==> src/rtl/load_store_controller_if.sv <==
// Execute-stage request, data-memory bus and writeback bundle
// for the load/store controller.
interface load_store_controller_if;
  logic        req_valid;
  logic        req_write;
  logic [2:0]  req_funct3;
  logic [31:0] req_addr;
  logic [31:0] req_wdata;
  logic [4:0]  req_rd;
  logic        req_ready;
  logic        stall;
  logic        mem_req;
  logic        mem_we;
  logic [31:0] mem_addr;
  logic [31:0] mem_wdata;
  logic [3:0]  mem_byte_en;
  logic [31:0] mem_rdata;
  logic        mem_ack;
  logic        wb_valid;
  logic [4:0]  wb_rd;
  logic [31:0] wb_load_data;
  logic        wb_select_mem;
  logic        misaligned_fault;
  logic        timeout_fault;

  modport slave (
    input  req_valid, req_write, req_funct3,
    input  req_addr, req_wdata, req_rd,
    input  mem_rdata, mem_ack,
    output req_ready, stall,
    output mem_req, mem_we, mem_addr,
    output mem_wdata, mem_byte_en,
    output wb_valid, wb_rd, wb_load_data,
    output wb_select_mem,
    output misaligned_fault, timeout_fault
  );

  modport master (
    output req_valid, req_write, req_funct3,
    output req_addr, req_wdata, req_rd,
    output mem_rdata, mem_ack,
    input  req_ready, stall,
    input  mem_req, mem_we, mem_addr,
    input  mem_wdata, mem_byte_en,
    input  wb_valid, wb_rd, wb_load_data,
    input  wb_select_mem,
    input  misaligned_fault, timeout_fault
  );
endinterface

==> src/rtl/load_store_controller.sv <==
// RV32I load/store sequencer: memory handshake, lane steering,
// load extension and writeback mux select.
module load_store_controller #(
  parameter int MEM_TIMEOUT = 16
) (
  input logic clk,
  input logic reset,
  load_store_controller_if.slave bus
);

  localparam int CntW =
    (MEM_TIMEOUT > 1) ? $clog2(MEM_TIMEOUT) : 1;
  localparam logic [CntW-1:0] CntLast =
    CntW'(MEM_TIMEOUT - 1);

  typedef enum logic [1:0] {
    Idle,
    Access,
    Respond
  } state_t;

  state_t          state;
  logic [CntW-1:0] waitCnt;
  logic            writeQ;
  logic [2:0]      funct3Q;
  logic [1:0]      offsetQ;
  logic [4:0]      rdQ;

  logic        isByte;
  logic        isHalf;
  logic        isWord;
  logic        illegal;
  logic        misaligned;
  logic [3:0]  laneEn;
  logic [31:0] laneData;

  logic [7:0]  rByte;
  logic [15:0] rHalf;
  logic        signBit;
  logic [31:0] loadExt;

  always_comb begin
    isByte = bus.req_funct3[1:0] == 2'b00;
    isHalf = bus.req_funct3[1:0] == 2'b01;
    isWord = bus.req_funct3[1:0] == 2'b10;
    if (bus.req_write)
      illegal = bus.req_funct3[2]
              | (bus.req_funct3[1:0] == 2'b11);
    else
      illegal = (bus.req_funct3[1:0] == 2'b11)
              | (bus.req_funct3[2] & bus.req_funct3[1]);
    misaligned = (isHalf & bus.req_addr[0])
               | (isWord & (|bus.req_addr[1:0]));
    laneEn   = 4'b0000;
    laneData = bus.req_wdata;
    unique case (1'b1)
      isByte: begin
        laneEn   = 4'b0001 << bus.req_addr[1:0];
        laneData = {4{bus.req_wdata[7:0]}};
      end
      isHalf: begin
        laneEn   = bus.req_addr[1] ? 4'b1100 : 4'b0011;
        laneData = {2{bus.req_wdata[15:0]}};
      end
      isWord: begin
        laneEn   = 4'b1111;
        laneData = bus.req_wdata;
      end
      default: ;
    endcase
  end

  // Extract from the lane latched at accept time, not the live bus.
  always_comb begin
    unique case (offsetQ)
      2'd0:    rByte = bus.mem_rdata[7:0];
      2'd1:    rByte = bus.mem_rdata[15:8];
      2'd2:    rByte = bus.mem_rdata[23:16];
      default: rByte = bus.mem_rdata[31:24];
    endcase
    rHalf = offsetQ[1] ? bus.mem_rdata[31:16]
                       : bus.mem_rdata[15:0];
    signBit = 1'b0;
    loadExt = bus.mem_rdata;
    unique case (1'b1)
      funct3Q[1:0] == 2'b00: begin
        signBit = ~funct3Q[2] & rByte[7];
        loadExt = {{24{signBit}}, rByte};
      end
      funct3Q[1:0] == 2'b01: begin
        signBit = ~funct3Q[2] & rHalf[15];
        loadExt = {{16{signBit}}, rHalf};
      end
      default: ;
    endcase
  end

  assign bus.req_ready = state == Idle;
  assign bus.stall     = state != Idle;

  always_ff @(posedge clk) begin
    if (reset) begin
      state                <= Idle;
      waitCnt              <= '0;
      writeQ               <= 1'b0;
      funct3Q              <= 3'b000;
      offsetQ              <= 2'b00;
      rdQ                  <= 5'd0;
      bus.mem_req          <= 1'b0;
      bus.mem_we           <= 1'b0;
      bus.mem_addr         <= 32'd0;
      bus.mem_wdata        <= 32'd0;
      bus.mem_byte_en      <= 4'b0000;
      bus.wb_valid         <= 1'b0;
      bus.wb_rd            <= 5'd0;
      bus.wb_load_data     <= 32'd0;
      bus.wb_select_mem    <= 1'b0;
      bus.misaligned_fault <= 1'b0;
      bus.timeout_fault    <= 1'b0;
    end else begin
      bus.misaligned_fault <= 1'b0;
      bus.timeout_fault    <= 1'b0;
      bus.wb_valid         <= 1'b0;
      bus.wb_select_mem    <= 1'b0;
      unique case (state)
        Idle: begin
          if (bus.req_valid) begin
            if (illegal | misaligned) begin
              bus.misaligned_fault <= 1'b1;
            end else begin
              writeQ          <= bus.req_write;
              funct3Q         <= bus.req_funct3;
              offsetQ         <= bus.req_addr[1:0];
              rdQ             <= bus.req_rd;
              waitCnt         <= '0;
              bus.mem_req     <= 1'b1;
              bus.mem_we      <= bus.req_write;
              bus.mem_addr    <= {bus.req_addr[31:2], 2'b00};
              bus.mem_wdata   <= laneData;
              bus.mem_byte_en <= laneEn;
              state           <= Access;
            end
          end
        end
        Access: begin
          // An ack in the last allowed cycle beats the timeout.
          if (bus.mem_ack) begin
            bus.mem_req <= 1'b0;
            if (writeQ) begin
              state <= Idle;
            end else begin
              bus.wb_load_data  <= loadExt;
              bus.wb_rd         <= rdQ;
              bus.wb_valid      <= 1'b1;
              bus.wb_select_mem <= 1'b1;
              state             <= Respond;
            end
          end else if (waitCnt == CntLast) begin
            bus.mem_req       <= 1'b0;
            bus.timeout_fault <= 1'b1;
            state             <= Idle;
          end else begin
            waitCnt <= waitCnt + CntW'(1);
          end
        end
        Respond: begin
          state <= Idle;
        end
        default: begin
          state <= Idle;
        end
      endcase
    end
  end

endmodule

==> src/flat_wrapper.sv <==
// flat-port wrapper written by rule: the top's interface ports become plain ports
module load_store_controller_flat 
#(
  parameter int MEM_TIMEOUT = 16
)
  (clk, reset, bus_req_valid, bus_req_write, bus_req_funct3, bus_req_addr, bus_req_wdata, bus_req_rd, bus_mem_rdata, bus_mem_ack, bus_req_ready, bus_stall, bus_mem_req, bus_mem_we, bus_mem_addr, bus_mem_wdata, bus_mem_byte_en, bus_wb_valid, bus_wb_rd, bus_wb_load_data, bus_wb_select_mem, bus_misaligned_fault, bus_timeout_fault);
  load_store_controller_if bus_i ();
  input logic clk;
  input logic reset;
  input wire logic [$bits(bus_i.req_valid)-1:0] bus_req_valid;
  input wire logic [$bits(bus_i.req_write)-1:0] bus_req_write;
  input wire logic [$bits(bus_i.req_funct3)-1:0] bus_req_funct3;
  input wire logic [$bits(bus_i.req_addr)-1:0] bus_req_addr;
  input wire logic [$bits(bus_i.req_wdata)-1:0] bus_req_wdata;
  input wire logic [$bits(bus_i.req_rd)-1:0] bus_req_rd;
  input wire logic [$bits(bus_i.mem_rdata)-1:0] bus_mem_rdata;
  input wire logic [$bits(bus_i.mem_ack)-1:0] bus_mem_ack;
  output wire logic [$bits(bus_i.req_ready)-1:0] bus_req_ready;
  output wire logic [$bits(bus_i.stall)-1:0] bus_stall;
  output wire logic [$bits(bus_i.mem_req)-1:0] bus_mem_req;
  output wire logic [$bits(bus_i.mem_we)-1:0] bus_mem_we;
  output wire logic [$bits(bus_i.mem_addr)-1:0] bus_mem_addr;
  output wire logic [$bits(bus_i.mem_wdata)-1:0] bus_mem_wdata;
  output wire logic [$bits(bus_i.mem_byte_en)-1:0] bus_mem_byte_en;
  output wire logic [$bits(bus_i.wb_valid)-1:0] bus_wb_valid;
  output wire logic [$bits(bus_i.wb_rd)-1:0] bus_wb_rd;
  output wire logic [$bits(bus_i.wb_load_data)-1:0] bus_wb_load_data;
  output wire logic [$bits(bus_i.wb_select_mem)-1:0] bus_wb_select_mem;
  output wire logic [$bits(bus_i.misaligned_fault)-1:0] bus_misaligned_fault;
  output wire logic [$bits(bus_i.timeout_fault)-1:0] bus_timeout_fault;
  assign bus_i.req_valid = bus_req_valid;
  assign bus_i.req_write = bus_req_write;
  assign bus_i.req_funct3 = bus_req_funct3;
  assign bus_i.req_addr = bus_req_addr;
  assign bus_i.req_wdata = bus_req_wdata;
  assign bus_i.req_rd = bus_req_rd;
  assign bus_i.mem_rdata = bus_mem_rdata;
  assign bus_i.mem_ack = bus_mem_ack;
  assign bus_req_ready = bus_i.req_ready;
  assign bus_stall = bus_i.stall;
  assign bus_mem_req = bus_i.mem_req;
  assign bus_mem_we = bus_i.mem_we;
  assign bus_mem_addr = bus_i.mem_addr;
  assign bus_mem_wdata = bus_i.mem_wdata;
  assign bus_mem_byte_en = bus_i.mem_byte_en;
  assign bus_wb_valid = bus_i.wb_valid;
  assign bus_wb_rd = bus_i.wb_rd;
  assign bus_wb_load_data = bus_i.wb_load_data;
  assign bus_wb_select_mem = bus_i.wb_select_mem;
  assign bus_misaligned_fault = bus_i.misaligned_fault;
  assign bus_timeout_fault = bus_i.timeout_fault;
  load_store_controller #(.MEM_TIMEOUT(MEM_TIMEOUT)) u_core (.clk(clk), .reset(reset), .bus(bus_i));
endmodule
==> config.mk <==
export PLATFORM = sky130hd
export DESIGN_NAME = load_store_controller_flat
export DESIGN_NICKNAME = d
export VERILOG_FILES = /design/src/rtl/load_store_controller_if.sv /design/src/rtl/load_store_controller.sv /design/src/flat_wrapper.sv
export SDC_FILE = /design/constraint.sdc
export NUM_CORES = 1
export LEC_CHECK = 0
export CORE_MARGIN = 2
export CORE_UTILIZATION = 39
export DETAILED_ROUTE_END_ITERATION = 12
export PLACE_DENSITY_LB_ADDON = 0.2
export SKIP_LAST_GASP = 1
export SLEW_MARGIN = 20
export SYNTH_ARGS = -nofsm -noshare
export SYNTH_HDL_FRONTEND = slang
export SYNTH_SLANG_ARGS = --single-unit
==> constraint.sdc <==
create_clock -name clk -period 1.5 [get_ports clk]
set_input_delay 0.225 -clock clk [delete_from_list [all_inputs] [get_ports clk]]
set_output_delay 0.225 -clock clk [all_outputs]
set_load 0.03 [all_outputs]
After elaboration in Yosys (flattened, before gate mapping). Index checks and enable logic that the tools add are counted.

$add $sub $neg: 1. Equal/unequal tests: 13. Shift-type cells: 1. Mux-type cells: 26. Bitwise logic cells: 16. Reductions and logical operators: 15.

Operators by type and width (count): $pmux 32 s2 (2); $pmux 8 s3 (1); $mux 4 (5); $mux 16 (1); $pmux 4 s3 (1); $mux 2 (5); $reduce_and 3->1 (3); $reduce_or 3->1 (3); $eq 2x1->1 const B (4); $logic_not 2->1 (4); $mux 1 (8); $ne 2x2->1 const B (4); $pmux 4 s2 (1); $not 1->1 (7); $eq 2x2->1 const B (3); $and 1x1->1 (5); $reduce_and 5->1 (1); $add 4x1->4 const B (1); $eq 4x4->1 const B (1); $or 1x1->1 (4); $pmux 2 s2 (1); $reduce_and 4->1 (1); $reduce_bool 2->1 (2); $shl 1x2->4 const A (1); other kinds (3) (3).

Flip-flop bits (word level): 124. Input port bits: 109. Output and inout port bits: 113. Word-level logic and storage cells: 87.

Logic depth before layout (Yosys ltp).
Depth after elaboration: 7. Depth in mapped cells: 7. Mapped depth without buffers: 6.

Worst setup path before layout. Ideal clock, no wire load.

Path type: reg2reg. Start point: register u_core.offsetQ[1]. End point: register u_core.bus.wb_load_data[25]. Library setup time: 134 ps. Arrival time: 1459 ps. Data required time: 1366 ps. Path slack: -93 ps. Cell stages (with the launch flop): 8. Buffers on the path: 2. Clock period less this slack: 1593 ps. Cell sequence: dfxtp_1 > buf_2 > mux2_1 > nand2_1 > o21ai_0 > a21oi_2 > buf_2 > a211oi_1.

Word-level cells in the longest chain between the ends: 4. Elaborated cells on any way between the ends: 8. Those cells by class: eq/ne: 2; mux: 3; bitwise: 2; reduce/logical: 1.

Ends and longest elaborated chain: start: declaration (line load_store_controller.sv:26) `logic [1:0] offsetQ;`; start signal: assignment (line load_store_controller.sv:133) `offsetQ <= bus.req_addr[1:0];`; $eq 2x2->1, or another cell as far along (line load_store_controller.sv:75) `unique case (offsetQ)`; $pmux 8 s3 (line load_store_controller.sv:75); $and 1x1->1 (line load_store_controller.sv:87) `signBit = ~funct3Q[2] & rByte[7];`; $pmux 32 s2 (*) (line load_store_controller.sv:85) `unique case (1'b1)`; end signal: assignment (line load_store_controller.sv:152) `bus.wb_load_data <= loadExt;`; end: declaration (line load_store_controller_if.sv:33) `output wb_valid, wb_rd, wb_load_data,`.

Mark *: on every way between the ends. The rest lies on a longest branch, timed or not. A chain may end at the register's enable or synchronous reset.

Worst setup path in the final report.
Start point: register u_core.offsetQ[0]. End point: register u_core.bus.wb_load_data[14].

Word-level cells in the longest chain between the ends: 4. Elaborated cells on any way between the ends: 6. Those cells by class: eq/ne: 2; mux: 2; bitwise: 1; reduce/logical: 1.

Ends and longest elaborated chain (line): $eq 2x2->1, or another cell as far along (load_store_controller.sv:75); $pmux 8 s3 (*) (load_store_controller.sv:75); $and 1x1->1 (*) (load_store_controller.sv:87); $pmux 32 s2 (*) (load_store_controller.sv:85).

Marks and branches as above.

==> results.txt <==
- The flow ran to the end, and the final reports show no timing, DRC or antenna violations.
- TritonCTS built the clock tree.
- Across the whole layout, storage elements account for between 2000 and 2500 sq um.
- Count of routing violations after the opening detailed-route iteration: 301
- Internal power of the cells: 6.92 mW
- Clock tree synthesis found a total of 124 sinks.
- Worst setup slack before clock tree synthesis: -0.570 ns
- Number of buffers inserted by hold repair at cts: 0
- Min Hold Slack: ~0.11 ns
- The first TritonRoute pass finished after 4 iterations.
- Post-Syn Instances: ~670
* Final hold violation count: 0
- STA classifies the critical path endpoint as a flop.
* Most common cell in the netlist: sky130_fd_sc_hd__nand2_1
* Least-Margin Pin Slew: between 0.5 and 0.6 ns
- The initial antenna violation count was 0.
- Smallest setup slack after layout: 0.0127 ns
- Crit start category: flop
- Summed over all instances, the cell type with the most area after synthesis is sky130_fd_sc_hd__dfxtp_1.
- Class of the most critical setup path: flop to flop
* Number of enable flip-flop cells after synthesis: 0
- For the worst setup path, the data required time is between 1.5 and 2 ns.
- Number of storage elements in the synthesis netlist: roughly 120
- Sequential cells burn between 30 and 40% of the power.
- The number of antenna diodes in the final layout is 0.
* Port Buffer Count: 219
* Overall fraction of global-route tracks in use: approximately a quarter
- Pleak: roughly 3.8 nW
- The floorplan step set the die height to approximately 120 um.
- In this run, the clock network consumes 44.3% of the power.
- Clock edge transition at the registers on the reported setup and hold paths: around 0.06 ns
* Slew Limit Headroom: roughly two thirds
* Setup TNS: 0 ns
* Crit path time final: between 1 and 1.5 ns
* Overall via count from detail_route: between 5000 and 6000
- Core box area: 13300 sq um
- Total Nets Final: ~1000
* Maximum clock rate: a little under 700 MHz
- Max-slew violation count: 0
- Together, buffers and inverters on the worst path number 2.
- Yosys printed 0 warnings.
* Antenna viol nets, final: 0
* Area delta synth->final: 68.4%
- Portion of total power attributed to combinational logic: between 10% and 20%
- Initial cell density of the core: roughly two fifths
* Switching power of the nets: about 2.5 mW
- Traced cell by cell, the critical path runs through buf_6 -> mux4_2 -> a31oi_4 -> buf_6 -> a211oi_1.
- Library cells used by synthesis: 47
* Summed instance area of the synthesized netlist: 5320 sq um
- Post-synth ARST share: 0%
- Switch share: between 20% and 30%
* Pin count of the biggest net entering global routing: 42
* Die Wd: between 100 and 150 um
* Vias per Instance: about 5.2
* Critical Path Max Stage Delay: 0.54 ns
* Bufs on Longest Clock Path: 2
- In this run the worst hold path is classified as primary input to flop.
- The total overflow left after global routing is 0.
- A synthesized cell averages a little under 8 sq um.
- Proportion of netlist area held by the largest area contributor: between 40% and 50%
* Fill cell instance count of the final layout: 1117
- Setup violations remaining at the end of the flow were counted as 0.
- The floorplan has 42 rows.
* DRC errors left: 0
* Insertion delay of the later-clocked pin in the worst-skew pair: 0.42 ns
* Dominant synthesized flop cell: sky130_fd_sc_hd__dfxtp_1
* Sequential share of the synthesized area: a little under half
- Final worst clock skew: 0.00855 ns
- Max capacitance violation total: 0
- Clock tree synthesis inserted a total of 17 buffers.
* Area used by multi-input combinational logic: 2640 sq um
- By count the netlist is led by sky130_fd_sc_hd__nand2_1 (170), sky130_fd_sc_hd__dfxtp_1 (124), sky130_fd_sc_hd__a21oi_1 (84).
- Estimated wirelength of the detail-placed design: 13.1 mm
- Clock tree synthesis selected as its root buffer the cell sky130_fd_sc_hd__clkbuf_16.
- Worst-case vdd ir drop: 705 uV
* Worst path top cell family by delay: multiplexers
* Fraction of final layout cells sized beyond drive strength 1: 16.5%
- In this run the worst path has a maximum fanout of 8.
- For the worst setup path, the data arrival time is roughly 1.8 ns.
- Among all stages on the critical path, the largest delay is contributed by sky130_fd_sc_hd__mux4_2.
* Largest cells by area after synthesis: sky130_fd_sc_hd__dfxtp_1 (47%), sky130_fd_sc_hd__nand2_1 (12%), sky130_fd_sc_hd__a21oi_1 (7.9%)
- The routed design has 18.3 mm of wire.
- Floorplan die area: approximately 15000 sq um
- RSZ-0062 raised after global routing: yes
- The worst path uses a little under 100% of the clock period.
* Placer Congestion: around 0.94
- Power per Cell Area: approximately 1000 nW/um^2
* Library cell appearing most often on the critical path: sky130_fd_sc_hd__buf_6
* Number of global-route vias before repair: about 5700
- I/O pin count: between 200 and 250
- H-Tree Depth: 4
* DR WL/cell: roughly 16 um
* First-pass GRT wire length: roughly 28 mm
[layout by cell type, fill, tap and decap left out, drive strengths merged, types with 12 or more instances in the layout]
cell and count:
a211oi 40, o21ai 25, nand2 170, dfxtp 124, nor2 61, clkdlybuf4s50 102
dlygate4sd2 113, buf 86, mux2i 18, a21oi 85, nor3 12, clkbuf 22
[layer usage]
metal,vias to the layer above,track usage [%],routed length (um)
li1,2820,-,-
met1,2703,27.2,7270
met2,240,42.6,9020
met3,42,8.73,1510
met4,0,11.0,536
met5,-,0,0
[power groups by stage]
stage                     sequential [mW]  combinational [mW]  clock (mW)
after global placement               3.60                1.66           0
after detailed placement             3.60                1.68           0
after CTS                            3.53                1.64        4.22
after floorplan                      3.84               0.540           0
final                                3.53                1.70        4.15
after global routing                 3.54                1.81        4.39
[sequential cells by signal, summed over array words and instances, names as in the netlist]
name / cells
u_core.bus.mem_addr: 30
u_core.bus.mem_byte_en: 4
u_core.bus.mem_req: 1
u_core.bus.mem_wdata: 32
u_core.bus.mem_we: 1
u_core.bus.misaligned_fault: 1
u_core.bus.timeout_fault: 1
u_core.bus.wb_load_data: 32
u_core.bus.wb_rd: 5
u_core.bus.wb_select_mem: 1
u_core.funct3Q: 3
u_core.offsetQ: 2
u_core.rdQ: 5
u_core.state: 2
u_core.waitCnt: 4
[worst reg2reg max path, delay by kind of cell, from the launching register on]
| kind | cells | cell delay, ns |
|---|---|---|
| flip-flops | 1 | 0.33 |
| multiplexers | 1 | 0.54 |
| AO/OA/AOI/OAI | 2 | 0.23 |
| buffers and inverters | 2 | 0.25 |
[through the flow]
step | power [mW] | instances | utilization, % | cell area (sq um)
after floorplan | 4.38 | 670 | - | 5340
after detailed placement | 5.28 | 1083 | 61.7 | 8210
after CTS | 9.39 | 1120 | 66.0 | 8770
final | 9.37 | 1125 | 67.4 | 8960
after global placement | 5.26 | 1083 | 61.7 | 8210
after global routing | 9.75 | 1125 | 67.4 | 8960
[path summary, 6_finish.rpt]
kind	endpoint	from	depth (start not counted)	slack, ns
worst max register to register	u_core.bus.wb_load_data[14]$_SDFFE_PP0P_	u_core.offsetQ[0]$_SDFFE_PP0P_	5	0.01
worst max-delay path	u_core.bus.wb_load_data[14]$_SDFFE_PP0P_	u_core.offsetQ[0]$_SDFFE_PP0P_	5	0.01
worst min-delay path	u_core.bus.mem_we$_SDFFE_PP0P_	bus_req_write	3	0.11
worst min register to register	u_core.bus.mem_addr[8]$_SDFFE_PP0P_	u_core.bus.mem_addr[8]$_SDFFE_PP0P_	2	0.45
[logic make-up (layout without fill, tap and decap cells)]
group,Yosys count,after routing,synth area share [%]
AO/OA/AOI/OAI,177,177,20.3
XOR/XNOR,3,3,0.494
adder cells (fa/ha/maj),1,1,0.235
buffers and inverters,67,346,5.76
flip-flops,124,124,46.6
multiplexers,26,26,5.29
other,1,2,0.0705
AND/OR/NAND/NOR,270,270,21.2
[what timing repair did]
item | CTS | global route
resized for setup | 122 | 26
cloned | 2 | 2
endpoints found under the setup margin | 167 | 78
pin swaps | 5 | 8
buffers inserted | 4 | 3
[final cells by class]
| type | count | area share [%] |
|---|---|---|
| Clock inverter | 11 | 1.61 |
| Multi-Input combinational cell | 479 | 29.5 |
| Inverter | 11 | 0.461 |
| Clock buffer | 20 | 5.10 |
| Tap cell | 176 | 2.46 |
| Sequential cell | 124 | 27.8 |
| Timing Repair Buffer | 304 | 33.1 |
Power figures use the tool's default switching activity.
